## config.mk

```make
export PLATFORM = sky130hd
export DESIGN_NAME = code_serializer
export DESIGN_NICKNAME = d
export VERILOG_FILES = /design/src/rtl/code_serializer.sv
export SDC_FILE = /design/constraint.sdc
export NUM_CORES = 1
export LEC_CHECK = 0
export ABC_AREA = 0
export CORE_UTILIZATION = 45
export DETAILED_ROUTE_END_ITERATION = 10
export PLACE_DENSITY = 0.7
export SETUP_SLACK_MARGIN = 0.2
export SYNTH_ARGS = -nofsm -noshare
export SYNTH_HDL_FRONTEND = slang
export SYNTH_SLANG_ARGS = --single-unit
```

## constraint.sdc

```tcl
create_clock -name clk -period 1.6 [get_ports clk]
set_input_delay 0.16 -clock clk [delete_from_list [all_inputs] [get_ports clk]]
set_output_delay 0.16 -clock clk [all_outputs]
set_load 0.005 [all_outputs]
```

## src/rtl/code_serializer.sv

```systemverilog
// Parallel-to-serial code emitter with a one-entry holding register.
// Each code goes out MSB first, one bit per clock, and is followed by GAP idle cycles.
// data_out, busy and frame_start are registered; code_ready is the only combinational output.
module code_serializer #(
    parameter int unsigned CODE_W = 4,
    parameter int unsigned GAP    = 1
) (
    input  logic              clk,
    input  logic              rst_n,
    input  logic [CODE_W-1:0] code_in,
    input  logic              code_valid,
    output logic              code_ready,
    output logic              data_out,
    output logic              busy,
    output logic              frame_start
);

    localparam int unsigned CNT_W    = $clog2(CODE_W);
    localparam int unsigned GAP_W    = 4;
    localparam int unsigned GAP_LAST = (GAP > 0) ? GAP - 1 : 0;

    typedef enum logic [1:0] {
        S_IDLE  = 2'd0,
        S_SHIFT = 2'd1,
        S_GAP   = 2'd2
    } state_e;

    state_e              state_q,    state_d;
    logic [CODE_W-1:0]   hold_q,     hold_d;
    logic                hold_vld_q, hold_vld_d;
    logic [CODE_W-1:0]   shift_q,    shift_d;
    logic [CNT_W-1:0]    bit_cnt_q,  bit_cnt_d;
    logic [GAP_W-1:0]    gap_cnt_q,  gap_cnt_d;
    logic                data_q,     data_d;
    logic                busy_q,     busy_d;
    logic                fstart_q,   fstart_d;
    logic                reload;

    // Holding register is the only buffer; ready simply reflects its emptiness.
    assign code_ready  = ~hold_vld_q;
    assign data_out    = data_q;
    assign busy        = busy_q;
    assign frame_start = fstart_q;

    // State and datapath registers; reset discards any partial or held code.
    always_ff @(posedge clk or negedge rst_n) begin
        if (!rst_n) begin
            state_q    <= S_IDLE;
            hold_q     <= '0;
            hold_vld_q <= 1'b0;
            shift_q    <= '0;
            bit_cnt_q  <= '0;
            gap_cnt_q  <= '0;
            data_q     <= 1'b0;
            busy_q     <= 1'b0;
            fstart_q   <= 1'b0;
        end else begin
            state_q    <= state_d;
            hold_q     <= hold_d;
            hold_vld_q <= hold_vld_d;
            shift_q    <= shift_d;
            bit_cnt_q  <= bit_cnt_d;
            gap_cnt_q  <= gap_cnt_d;
            data_q     <= data_d;
            busy_q     <= busy_d;
            fstart_q   <= fstart_d;
        end
    end

    // Next-state and next-output logic. The MSB is loaded straight into data_d on
    // reload so it appears the cycle after the reload edge; the shifter keeps the rest.
    always_comb begin
        state_d    = state_q;
        hold_d     = hold_q;
        hold_vld_d = hold_vld_q;
        shift_d    = shift_q;
        bit_cnt_d  = bit_cnt_q;
        gap_cnt_d  = gap_cnt_q;
        data_d     = 1'b0;
        fstart_d   = 1'b0;
        reload     = 1'b0;

        case (state_q)
            S_IDLE: begin
                if (hold_vld_q) begin
                    reload = 1'b1;
                end
            end
            S_SHIFT: begin
                if (bit_cnt_q == '0) begin
                    if (GAP != 0) begin
                        state_d   = S_GAP;
                        gap_cnt_d = GAP_W'(GAP_LAST);
                    end else if (hold_vld_q) begin
                        reload = 1'b1;
                    end else begin
                        state_d = S_IDLE;
                    end
                end else begin
                    data_d    = shift_q[CODE_W-1];
                    shift_d   = {shift_q[CODE_W-2:0], 1'b0};
                    bit_cnt_d = bit_cnt_q - CNT_W'(1);
                end
            end
            S_GAP: begin
                if (gap_cnt_q == '0) begin
                    if (hold_vld_q) begin
                        reload = 1'b1;
                    end else begin
                        state_d = S_IDLE;
                    end
                end else begin
                    gap_cnt_d = gap_cnt_q - GAP_W'(1);
                end
            end
            default: begin
                state_d = S_IDLE;
            end
        endcase

        // A reload empties the hold register, so it can never coincide with an accept.
        if (reload) begin
            state_d    = S_SHIFT;
            data_d     = hold_q[CODE_W-1];
            shift_d    = {hold_q[CODE_W-2:0], 1'b0};
            bit_cnt_d  = CNT_W'(CODE_W - 1);
            fstart_d   = 1'b1;
            hold_vld_d = 1'b0;
        end else if (code_valid && code_ready) begin
            hold_d     = code_in;
            hold_vld_d = 1'b1;
        end

        busy_d = (state_d != S_IDLE);
    end

endmodule
```

==> results.toml <==
[clock_network]
cts_buffers = 3
h-tree-depth = 1
clock_sinks = 19
cts_buffer_depth = 2
cts_hold_buf = 0
cts_tree = "built"
root_buffer = "clkbuf_4"
worstSkewPairLatency_ns = 0.29
cts.clk_slew.worst_paths_ns = 0.10

[yosys]
synth_area_um2 = 856
yosys_register_bits = 19
synth_nets = 79
postSynthCellCount = 69
avgSynthCellArea_um2 = 12.4
synth.distinct_cells = 23
yosysSeqAreaShare_pct = 55.6
synth_edf_count = 0
ys_async_sr_fraction_pct = 100
synth-main-ff-cell = "dfrtp_1"
ys_warn_count = 0

[grt]
grt_overflow = 0
antenna_found_initial = 0
grt_max_degree = 20
grt_pass1_vias = 607
grt_usage_pct = 19.3
grt_first_pass_wirelength_um = 2760

[floorplan]
dieArea_um2 = 2080
die_w_um = 45.6
start_util_pct = 49.0
rows = 15
fp.dieH_um = 45.6
core_region_area_um2 = 1750
boundaryPins = 11

[power]
finalPower_w = 0.00189
p_leak_nw = 0.568
powerDensity_nw_per_um2 = 1610
vdd_drop_max_uv = 1050

[layout]
fillers = 152
area_growth_pct = 36.7
diodes = 0
multi_input_area_um2 = 410
final_nets = 107
seqCellArea_um2 = 475
final_cells = 121
layout-drive-gt1-share_pct = 36.5

[worst_setup_path]
setup.worst_path.end_class = "register"
crit_arrival_ns = 1.82
worstPathRequired_ns = 1.79
path_class = "register to register"
critPathMaxFanout = 4
cp-start-kind = "register"

[sta]
clock.fmax_ghz = 0.613
setup_violations = 3
tightest_slew_ns = 0.366
final.setup_skew_ns = 0.00299
finalCritPeriodShare_pct = 102
max_slew_margin_pct = 75.6
hold_viol = 0
rsz0062_at_grt = "yes"
setup_slack_ns = -0.0323
period_needed_ns = 1.63
slew_violations = 0

[route]
drt_iter0_markers = 1
dr.pass1.iters = 4
viasPerCell = 4.97
postRouteWirelength_um = 1590
wire_per_inst_um = 13.1
drc = 0
vias = 601
ant_nets = 0

[worst_hold_path]
hold_path_class = "input pin to async pin"

[placed_design]
gp_congestion = 0.698
io_buffers = 10
dp_hpwl_um = 1170
dp_cells = 113

[outcome]
status = "finished with violations"
violations = "negative setup slack"

[job]
drv_cap = 0
[worst paths after layout]
check                              from           end  slack (ns)  cells past startpoint
min reg2reg                  shift_q[3]      data_out        0.51                      1
max reg2reg                gap_cnt_q[1]    shift_q[3]       -0.03                      5
min                               rst_n   frame_start        0.19                      2
min in group clk             code_valid    hold_vld_q        0.46                      3
max in group asynchronous         rst_n  bit_cnt_q[1]        1.22                      2
max                        gap_cnt_q[1]    shift_q[3]       -0.03                      5
[flip-flops by register name, summed over array words and instances (netlist names)]
register and count:
bit_cnt_q 2, busy 1, data_out 1, frame_start 1, gap_cnt_q 4, hold_q 4, hold_vld_q 1, shift_q 3
state_q 2
[what timing repair did]
item	in CTS	in global routing
buffers inserted	3	1
pin swaps	1	1
setup endpoints to repair	15	15
gates resized for setup	5	5
[cell usage in the layout, fill, tap and decap left out, types with 2 or more instances in the layout]
cell type and count:
buf_4 12, clkbuf_4 3, clkdlybuf4s50_1 9, dfrtp_1 19, inv_1 4, inv_2 2
mux2_2 4, mux2_4 5, nand2b_1 4, nand3_1 2, nor2_1 3, nor2b_1 3
o211ai_1 2, o21ai_1 2
[routing by layer]
metal / global-route usage [%] / wire length [um] / vias to the layer above / part of all wire (%)
li1: - / - / 294 / -
met1: 25.5 / 772 / 295 / 49
met2: 31.4 / 760 / 10 / 48
met3: 3.57 / 45 / 2 / 2.8
met4: 7.27 / 12 / 0 / 0.75
met5: 0 / 0 / - / 0
[layout make-up]
| class | instances | share of cell area, % |
|---|---|---|
| well taps | 25 | 2.67 |
| multi-input cells | 44 | 35.1 |
| inverters | 6 | 1.93 |
| flip-flops and latches | 19 | 40.6 |
| repair buffers | 23 | 17.4 |
| clock buffers | 4 | 2.25 |
[synth_stat cells (2+ instances only)]
library cell | n | area [um^2]
o211ai_1 | 2 | 15.0
inv_1 | 6 | 22.5
dfrtp_1 | 19 | 475
nand2b_1 | 4 | 25.0
o21ai_0 | 3 | 15.0
nand3_1 | 3 | 15.0
nor2_1 | 3 | 11.3
ha_1 | 3 | 37.5
nor2b_1 | 3 | 18.8
mux2_2 | 9 | 101
nand2_1 | 2 | 7.51
[through the flow]
| step | setup slack [ns] | setup TNS, ns | utilization, % | area (um^2) | hold WS, ns |
|---|---|---|---|---|---|
| CTS | -0.0638 | -0.208 | 65.4 | 1140 | 0.178 |
| floorplan | -0.0506 | -0.152 | - | 883 | -0.136 |
| detailed placement | -0.0512 | -0.148 | 62.0 | 1080 | 0.489 |
| global route | -0.0884 | -0.391 | 67.0 | 1170 | 0.214 |
| finish | -0.0323 | -0.0957 | 67.0 | 1170 | 0.187 |
| global placement | -0.00292 | -0.00822 | 62.0 | 1080 | 0.478 |
[where the power goes]
group | leakage (nW) | internal (W) | switching (W)
clock | 0.0150 | 0.0000969 | 0.000141
sequential | 0.235 | 0.000662 | 0.0000967
combinational | 0.318 | 0.000552 | 0.000337
total | 0.568 | 0.00131 | 0.000575
[worst max-delay path: stages (launching register included)]
cell and delay (ns):
dfrtp_1 0.41, inv_2 0.09, ha_4 0.12, or3b_4 0.39
a21oi_4 0.21, mux2_4 0.31
[cell families (layout without fill, tap and decap cells)]
family | after synthesis | in the layout | share of synthesized area (%)
compound gates | 9 | 9 | 8.33
simple gates | 21 | 21 | 15.1
fa+ha+maj | 3 | 3 | 4.39
xor+xnor | 1 | 1 | 1.02
flops | 19 | 19 | 55.6
buf+inv | 6 | 33 | 2.63
mux | 10 | 10 | 13.0
Note: power is estimated with default switching activity, not from simulation.
